File: src/rtl/syst_pkg.sv
// syst_pkg: shared types and default sizes for the systolic row feeder.
// Optional build macro used by syst_feeder: SYST_FEEDER_BIAS_EN.
package syst_pkg;

    typedef enum logic [1:0] {
        IDLE   = 2'd0,
        STREAM = 2'd1,
        DRAIN  = 2'd2
    } feeder_state_t;

    localparam int DEF_LANES    = 4;
    localparam int DEF_X_WIDTH  = 16;
    localparam int DEF_SI_WIDTH = 32;

    // Width of a counter that must hold values 0..n inclusive.
    function automatic int cnt_width(input int n);
        return (n < 1) ? 1 : $clog2(n + 1);
    endfunction

endpackage

File: src/rtl/syst_delay_line.sv
// syst_delay_line: DEPTH-stage register chain carrying a valid flag and data.
// Valid shifts every enabled cycle; a stage's data only loads when the stage
// feeding it holds a valid sample, so bubbles leave the last data in place.
// Valid and data bits clear on synchronous active-low reset.
module syst_delay_line #(
    parameter int DEPTH = 1,
    parameter int WIDTH = 8
) (
    input  logic             clk,
    input  logic             arstn,
    input  logic             en_i,
    input  logic             valid_i,
    input  logic [WIDTH-1:0] data_i,
    output logic             valid_o,
    output logic [WIDTH-1:0] data_o
);

    logic [DEPTH-1:0] valid_q;
    logic [DEPTH-1:0] valid_d;
    logic [WIDTH-1:0] data_q [DEPTH];
    logic [WIDTH-1:0] data_d [DEPTH];

    // Next-state: shift the chain one stage when enabled, otherwise hold.
    always_comb begin
        valid_d = valid_q;
        for (int i = 0; i < DEPTH; i++) begin
            data_d[i] = data_q[i];
        end
        if (en_i) begin
            valid_d[0] = valid_i;
            if (valid_i) begin
                data_d[0] = data_i;
            end
            for (int i = 1; i < DEPTH; i++) begin
                valid_d[i] = valid_q[i-1];
                if (valid_q[i-1]) begin
                    data_d[i] = data_q[i-1];
                end
            end
        end
    end

    // Chain registers with synchronous active-low reset.
    always_ff @(posedge clk) begin
        if (!arstn) begin
            valid_q <= '0;
            for (int i = 0; i < DEPTH; i++) begin
                data_q[i] <= '0;
            end
        end else begin
            valid_q <= valid_d;
            for (int i = 0; i < DEPTH; i++) begin
                data_q[i] <= data_d[i];
            end
        end
    end

    assign valid_o = valid_q[DEPTH-1];
    assign data_o  = data_q[DEPTH-1];

endmodule

File: src/rtl/syst_feeder.sv
// syst_feeder: skews one LANES-wide sample vector per beat onto a systolic
// MAC row; lane k lags lane 0 by k enabled cycles. A block ends with the
// vector tagged s_last_i; done_o pulses when that tag leaves lane LANES-1.
// Handshake: a vector is accepted in any cycle where s_valid_i and s_ready_o
// are both high; s_ready_o depends only on enable and the FSM state, never
// on s_valid_i. enable low freezes every register, the FSM and done_o.
// Build macro SYST_FEEDER_BIAS_EN: when defined, per-lane seed registers
// capture bias_i while IDLE and drive psumm_o; otherwise psumm_o is zero.
module syst_feeder
    import syst_pkg::*;
#(
    parameter int   LANES    = DEF_LANES,
    parameter int   X_WIDTH  = DEF_X_WIDTH,
    parameter int   SI_WIDTH = DEF_SI_WIDTH,
    localparam int  CNT_W    = cnt_width(LANES)
) (
    input  logic                      clk,
    input  logic                      arstn,
    input  logic                      enable,
    input  logic [LANES*X_WIDTH-1:0]  s_data_i,
    input  logic                      s_valid_i,
    input  logic                      s_last_i,
    output logic                      s_ready_o,
    input  logic [LANES*SI_WIDTH-1:0] bias_i,
    output logic [LANES*X_WIDTH-1:0]  x_o,
    output logic [LANES-1:0]          valid_x_o,
    output logic [LANES*SI_WIDTH-1:0] psumm_o,
    output logic [LANES-1:0]          valid_psumm_o,
    output logic                      busy_o,
    output logic                      done_o,
    output feeder_state_t             dbg_state_o,
    output logic [CNT_W-1:0]          dbg_drain_cnt_o
);

    localparam logic [CNT_W-1:0] CNT_MAX = CNT_W'(LANES);

    feeder_state_t    state_q;
    feeder_state_t    state_d;
    logic [CNT_W-1:0] drain_cnt_q;
    logic [CNT_W-1:0] drain_cnt_d;
    logic             accept;
    logic [LANES-1:0] lane_valid;
    logic             last_out;
    logic             done;

    assign s_ready_o = enable & (state_q != DRAIN);
    assign accept    = s_valid_i & s_ready_o;

    // One delay line per lane; only the last lane carries the block-end tag.
    for (genvar k = 0; k < LANES; k++) begin : g_lane
        if (k == LANES - 1) begin : g_tagged
            logic [X_WIDTH:0] out_w;
            syst_delay_line #(
                .DEPTH (k + 1),
                .WIDTH (X_WIDTH + 1)
            ) u_dl (
                .clk     (clk),
                .arstn   (arstn),
                .en_i    (enable),
                .valid_i (accept),
                .data_i  ({s_last_i, s_data_i[k*X_WIDTH +: X_WIDTH]}),
                .valid_o (lane_valid[k]),
                .data_o  (out_w)
            );
            assign x_o[k*X_WIDTH +: X_WIDTH] = out_w[X_WIDTH-1:0];
            assign last_out                  = out_w[X_WIDTH];
        end else begin : g_plain
            syst_delay_line #(
                .DEPTH (k + 1),
                .WIDTH (X_WIDTH)
            ) u_dl (
                .clk     (clk),
                .arstn   (arstn),
                .en_i    (enable),
                .valid_i (accept),
                .data_i  (s_data_i[k*X_WIDTH +: X_WIDTH]),
                .valid_o (lane_valid[k]),
                .data_o  (x_o[k*X_WIDTH +: X_WIDTH])
            );
        end
    end

    assign valid_x_o     = lane_valid;
    assign valid_psumm_o = lane_valid;

    // The tagged sample reaches lane LANES-1 exactly while draining.
    assign done   = enable & (state_q == DRAIN) & lane_valid[LANES-1] & last_out;
    assign done_o = done;
    assign busy_o = (state_q != IDLE);

    // Next-state and drain counter; nothing moves while enable is low.
    always_comb begin
        state_d     = state_q;
        drain_cnt_d = drain_cnt_q;
        if (enable) begin
            case (state_q)
                IDLE: begin
                    if (accept) begin
                        state_d = s_last_i ? DRAIN : STREAM;
                    end
                end
                STREAM: begin
                    if (accept && s_last_i) begin
                        state_d = DRAIN;
                    end
                end
                DRAIN: begin
                    if (done) begin
                        state_d = IDLE;
                    end
                end
                default: begin
                    state_d = IDLE;
                end
            endcase
            if (state_q == DRAIN) begin
                if (drain_cnt_q < CNT_MAX) begin
                    drain_cnt_d = drain_cnt_q + 1'b1;
                end
            end else begin
                drain_cnt_d = '0;
            end
        end
    end

    // FSM state and drain counter registers.
    always_ff @(posedge clk) begin
        if (!arstn) begin
            state_q     <= IDLE;
            drain_cnt_q <= '0;
        end else begin
            state_q     <= state_d;
            drain_cnt_q <= drain_cnt_d;
        end
    end

    assign dbg_state_o     = state_q;
    assign dbg_drain_cnt_o = drain_cnt_q;

`ifdef SYST_FEEDER_BIAS_EN
    logic [LANES*SI_WIDTH-1:0] seed_q;
    logic [LANES*SI_WIDTH-1:0] seed_d;

    // Seeds follow bias_i only while idle, then stay fixed for the block.
    always_comb begin
        seed_d = seed_q;
        if (enable && (state_q == IDLE)) begin
            seed_d = bias_i;
        end
    end

    // Seed registers.
    always_ff @(posedge clk) begin
        if (!arstn) begin
            seed_q <= '0;
        end else begin
            seed_q <= seed_d;
        end
    end

    assign psumm_o = seed_q;
`else
    logic unused_bias;
    assign unused_bias = ^bias_i;
    assign psumm_o     = '0;
`endif

endmodule
File: config.mk
export PLATFORM = sky130hd
export DESIGN_NAME = syst_feeder
export DESIGN_NICKNAME = d
export VERILOG_FILES = /design/src/rtl/syst_pkg.sv /design/src/rtl/syst_delay_line.sv /design/src/rtl/syst_feeder.sv
export SDC_FILE = /design/constraint.sdc
export NUM_CORES = 1
export LEC_CHECK = 0
export ABC_AREA = 1
export BUFFER_PORTS_ARGS = -buffer_cell sky130_fd_sc_hd__buf_2
export CAP_MARGIN = 20
export CORE_AREA = 2 2 158 160
export CTS_CLUSTER_SIZE = 10
export DETAILED_ROUTE_END_ITERATION = 8
export DIE_AREA = 0 0 160 162
export SETUP_SLACK_MARGIN = 0.02
export SLEW_MARGIN = 20
export SYNTH_ARGS = -nofsm -noshare
export SYNTH_HDL_FRONTEND = slang
export SYNTH_SLANG_ARGS = --single-unit
File: constraint.sdc
create_clock -name clk -period 3.2 [get_ports clk]
set_input_delay 0.48 -clock clk [delete_from_list [all_inputs] [get_ports clk]]
set_output_delay 0.48 -clock clk [all_outputs]
set_load 0.1 [all_outputs]
# After elaboration in Yosys (flattened, before gate mapping)
# Memory sizes are Yosys's and may differ from the RTL's.
# Index checks and enable logic that the tools add are counted.
[word_totals]
reg_bits = 15
ram_bits = 164
inputBits = 197
output_inout_bits = 208
elab_cells = 73
mem_count = 4
[mem_list]
columns = ["memory", "words", "width", "rd", "rd_ports_with_merged_regs", "write_ports", "line", "rtl"]
rows = [
  ["g_lane[3].g_tagged.u_dl.data_q", 4, 17, 4, 0, 4, "syst_delay_line.sv:20", "logic [WIDTH-1:0] data_q [DEPTH];"],
  ["g_lane[2].g_plain.u_dl.data_q", 3, 16, 3, 0, 3, "syst_delay_line.sv:20", ""],
  ["g_lane[1].g_plain.u_dl.data_q", 2, 16, 2, 0, 2, "syst_delay_line.sv:20", ""],
  ["g_lane[0].g_plain.u_dl.data_q", 1, 16, 1, 0, 1, "syst_delay_line.sv:20", ""],
]
[classes]
add_sub_neg = 1
order_cmp = 1
eq_ne = 7
n_mux = 34
n_bitwise = 14
reduce_logical = 6
[ops]
columns = ["op", "n"]
rows = [
  ["$mux 16", 13],
  ["$mux 17", 8],
  ["$mux 68", 1],
  ["$mux 48", 1],
  ["$mux 32", 1],
  ["$reduce_or 16->1", 1],
  ["$or 1x1->1", 9],
  ["$mux 2", 4],
  ["$ne 2x2->1 const B", 4],
  ["$mux 3", 2],
  ["$pmux 2 s3", 1],
  ["$and 1x1->1", 5],
  ["$reduce_and 4->1", 1],
  ["$add 3x1->3 const B", 1],
  ["$lt 3x3->1 const B", 1],
  ["$mux 1", 3],
  ["$eq 2x1->1 const B", 1],
  ["$eq 2x2->1 const B", 1],
  ["$logic_not 2->1", 1],
  ["$ne 2x1->1 const B", 1],
  ["$reduce_and 2->1", 1],
  ["$reduce_bool 2->1", 1],
  ["$logic_and 1x1->1", 1],
]

# Longest topological paths before layout
[logic_depth]
word_depth = 6
depth_mapped = 9
ltp_nobuf = 8

# Hierarchy
# From an unflattened synthesis, not the netlist that was laid out.
[unflattened]
cells_unflattened = 1287
hier_area_um2 = 8617.0
[modules_own_cells]
columns = ["module", "n_inst", "cells_each", "area_each_um2"]
rows = [
  ["syst_delay_line at g_lane[3].g_tagged.u_dl", 1, 447, 2965.3],
  ["syst_delay_line at g_lane[2].g_plain.u_dl", 1, 332, 2155.8],
  ["syst_delay_line at g_lane[1].g_plain.u_dl", 1, 228, 1483.9],
  ["syst_feeder", 1, 174, 1307.5],
  ["syst_delay_line at g_lane[0].g_plain.u_dl", 1, 106, 704.4],
]

# Least setup slack after synthesis
# OpenSTA, ideal clock, no wires.
[synth_path]
path_kind = "register to output"
from = "register state_q[1] (netlist: dbg_state_o[1])"
to = "output port done_o"
arrival_time_ns = 2.497
path_slack_ns = 0.223
stages_incl_launch_ff = 3
path_buffers = 0
path_cell_list = "dfxtp_1 nand2_1 nor2_1"
[synth_via]
elab_chain_len = 4
[synth_lines]
columns = ["item", "line", "rtl"]
rows = [
  ["start: declaration", "syst_feeder.sv:37", "feeder_state_t state_q;"],
  ["start signal: assignment", "syst_feeder.sv:132", "state_q <= state_d;"],
  ["$eq 2x2->1", "syst_feeder.sv:87", "assign done = enable & (state_q == DRAIN) & lane_valid[LANES-1] & last_out;"],
  ["$and 1x1->1 (3 in a row)", "syst_feeder.sv:87", ""],
  ["end: declaration", "syst_feeder.sv:30", "output logic done_o,"],
]
# Every way passes these cells.

# Worst setup path after layout
[layout_path]
from = "register state_q[1] (netlist: dbg_state_o[1])"
to = "register state_q[1] (netlist: dbg_state_o[1])"
[layout_via]
elab_chain_len = 6
[layout_lines]
columns = ["item", "line"]
rows = [
  ["$eq 2x2->1 or $ne 2x2->1 (tied branches)", "syst_feeder.sv:87, syst_feeder.sv:96, syst_feeder.sv:46"],
  ["$and 1x1->1 (on tied branches)", "syst_feeder.sv:87, syst_feeder.sv:46"],
  ["$and 1x1->1 (on tied branches)", "syst_feeder.sv:87, syst_feeder.sv:47"],
  ["$and 1x1->1 or $logic_and 1x1->1 (tied branches)", "syst_feeder.sv:87, syst_feeder.sv:103"],
  ["$ne 2x2->1 (no line)", "-"],
  ["$reduce_and 4->1 (no line)", "-"],
]
# Parallel ways exist; a longest one is shown, timed or not.
# A chain may end at the register's enable or synchronous reset.

==> impl_metrics.env <==
export IMPL_drtIter0Drc=241
export IMPL_clock_sinks=173
export IMPL_cts_root_buf="clkbuf_16"
export IMPL_hpwl_um=11200
export IMPL_max_slew_worst_pin_slew_ps=992
export IMPL_slowest_stage="clkinv_2"
export IMPL_via_per_inst=4.01
export IMPL_reg2reg_to="dbg_state_o[1]$_SDFFE_PN0P_"
export IMPL_clockBufferDepth=2
export IMPL_post_route_min_period_ps=2130
export IMPL_pin_count=405
export IMPL_rr_startpoint="dbg_state_o[1]$_SDFFE_PN0P_"
export IMPL_final_nets=1221
export IMPL_cts_made_buffers=17
export IMPL_routed_via_count=5467
export IMPL_grt_pass1_wl_um=25900
export IMPL_rsz0062_at_grt="false"
export IMPL_seq_area_frac_synth_pct=45.8
export IMPL_synth_most_common_cell="nor2_1"
export IMPL_synth_seq_cells=173
export IMPL_path_cells="inv_1 -> nor2_4 -> nor2_4 -> nand2_4 -> clkinv_2 -> o21ai_0 -> nor2_1"
export IMPL_drc_errors=0
export IMPL_rrSetupSlack_ps=1070
export IMPL_coreArea_mm2=0.0241
export IMPL_hp_start="s_data_i[39]"
export IMPL_syn_area_per_cell_um2=7.92
export IMPL_yosys_top_cells_count="nor2_1 (202), buf_4 (190), dfxtp_1 (173), nand2_1 (133), o21ai_0 (101)"
export IMPL_wire_per_inst_um=12.0
export IMPL_syn2layout_area_growth_pct=8.40
export IMPL_wl_um=16400
export IMPL_cts_tree="done"
export IMPL_cp_arrival_ps=2440
export IMPL_grt_overflow_total=0
export IMPL_relSlewSlack_pct=33.8
export IMPL_synth_area_leaders="dfxtp_1 (46%), buf_4 (19%), nor2_1 (10%)"
export IMPL_maxSlewViolCount=0
export IMPL_status="completed"
export IMPL_cts_resized=0
export IMPL_tns_ps=0
export IMPL_gp_congestion=0.747
export IMPL_grt_pass1_vias=4995
export IMPL_io_buffers=148
export IMPL_ys_warn_count=0
export IMPL_synth_top_area_cell="dfxtp_1"
export IMPL_path_delay_family="buffers and inverters"
export IMPL_design_area_mm2=0.00820
export IMPL_yosysUniqueCellTypes=26
export IMPL_ys_flop_type="dfxtp_1"
export IMPL_setup_viol=0
export IMPL_fin_util_pct=34.0
export IMPL_hold_path_depth=3
export IMPL_ir_drop_uv=344
export IMPL_path_buf_inv=2
export IMPL_worst_r2r_cell_count=7
export IMPL_maxCapViolCount=0
export IMPL_drive_gt1_share_pct=21.6
export IMPL_antenna_left=0
export IMPL_grtUsageTotal_pct=12.6
export IMPL_hp_class="in2reg"
export IMPL_drt_first_pass_iters=4
export IMPL_ys_async_sr_fraction_pct=0
export IMPL_hold_path_end="g_lane[2].g_plain.u_dl.data_q[0][7]$_SDFFE_PN0P_"
export IMPL_ctsHoldBuffers=0
export IMPL_cp_max_fo=65
export IMPL_min_period_over_period_pct=66.6
export IMPL_max_stage_delay_ps=740
export IMPL_powerDensity_mw_per_mm2=683
export IMPL_critPathCaptureType="flop"
export IMPL_synth_edf_count=0
export IMPL_fmax_mhz=470
export IMPL_grt_max_degree=67
export IMPL_skew_ps=11.0
export IMPL_syn_cell_area_mm2=0.00756
export IMPL_cts_setup_buffers=0
export IMPL_p_leak_nw=3.57
export IMPL_cp_start_kind="flop"
export IMPL_placed_area_mm2=0.00757
export IMPL_antenna_found_initial=10
export IMPL_row_count=57
export IMPL_finalHoldViolations=0
export IMPL_synth_top_area_share_pct=45.8
export IMPL_required_ps=3510
export IMPL_crit_type="reg2reg"
export IMPL_die_area_mm2=0.0259
export IMPL_die_w_um=160
export IMPL_syn_inst=955
export IMPL_insertion_delay_ps=420
export IMPL_htree_levels=4
export IMPL_die_h_um=162
export IMPL_initial_core_util_pct=31.4
export IMPL_cp_common_cell="nor2_4"
export IMPL_clk_pin_slew_ps=70
## worst reg2reg max path, delay by kind of cell, from the launching register on
family	cells	cell delay, ps
flops	1	410
buf+inv	2	840
compound gates	1	450
simple gates	4	320
## metal layers
metal  up-vias  share of wire [%]  wire length, um  track usage, %
met5         -               0.39               63               0
met4        10                1.3              219            4.34
met3        22                7.6             1240            4.70
met2       198                 44             7140            20.2
met1      2386                 47             7690            15.5
li1       2851                  -                -               -
## kinds of logic (layout without fill, tap and decap cells)
family / count (synthesis) / count (layout) / synth area share, %
simple gates: 357 / 357 / 18.5
buf+inv: 248 / 202 / 23.0
fa+ha+maj: 1 / 1 / 0.165
flops: 173 / 173 / 45.8
other cells: 1 / 133 / 0.0496
compound gates: 175 / 175 / 12.5
## per-stage QoR
step                      setup slack (ps)  hold WS, ps  total power, mW  std cells
after floorplan                        223          437             3.65       1082
after global placement                 825          449             3.62       1327
after detailed placement               807          452             3.63       1327
after CTS                              996          276             5.67       1359
after global routing                   812          279             5.82       1361
final                                 1070          292             5.60       1365
## layout make-up
cell class	count	area, um^2
inverters	13	52.6
well taps	324	405
repair buffers	157	841
flip-flops and latches	173	3460
fillers	2572	15900
diodes	5	12.5
multi-input cells	661	2840
clock buffers	18	439
clock inverters	14	146
## how the worst max path moves through the flow
stage,start,end,cells after the start
after floorplan,dbg_state_o[1]$_SDFFE_PN0P_,done_o,2
after global placement,enable,dbg_state_o[1]$_SDFFE_PN0P_,7
after detailed placement,enable,dbg_state_o[1]$_SDFFE_PN0P_,7
after CTS,dbg_state_o[1]$_SDFFE_PN0P_,dbg_state_o[1]$_SDFFE_PN0P_,7
after global routing,dbg_state_o[1]$_SDFFE_PN0P_,dbg_state_o[1]$_SDFFE_PN0P_,7
final,dbg_state_o[1]$_SDFFE_PN0P_,dbg_state_o[1]$_SDFFE_PN0P_,7
## registers in the layout, indices dropped and copies added, names as in the netlist
signal / cells
dbg_state_o: 2
g_lane.g_tagged.u_dl.data_q: 68
g_lane.g_plain.u_dl.data_q: 96
dbg_drain_cnt_o: 3
g_lane.g_tagged.u_dl.valid_q: 4
## power breakdown
group	leakage (nW)	switching (mW)	total, mW	internal (mW)
clock	0.285	0.961	2.02	1.06
sequential	1.41	0.0444	2.29	2.24
combinational	1.88	1.14	1.29	0.149
total	3.57	2.15	5.60	3.45
## cells in the final DEF (no fill, tap or decap), types with 4 or more instances in the layout
cell type | Yosys | routed
nand2_2 | 10 | 10
nand2_1 | 133 | 133
o21ai_0 | 101 | 101
a21oi_1 | 56 | 56
inv_8 | 0 | 4
nor2_1 | 202 | 202
nand3_1 | 5 | 5
a21oi_2 | 18 | 18
diode_2 | 0 | 5
buf_2 | 8 | 148
clkbuf_16 | 0 | 17
conb_1 | 1 | 128
inv_6 | 0 | 4
buf_4 | 190 | 7
dfxtp_1 | 173 | 173
inv_1 | 9 | 7
(Power assumes the default switching activity.)
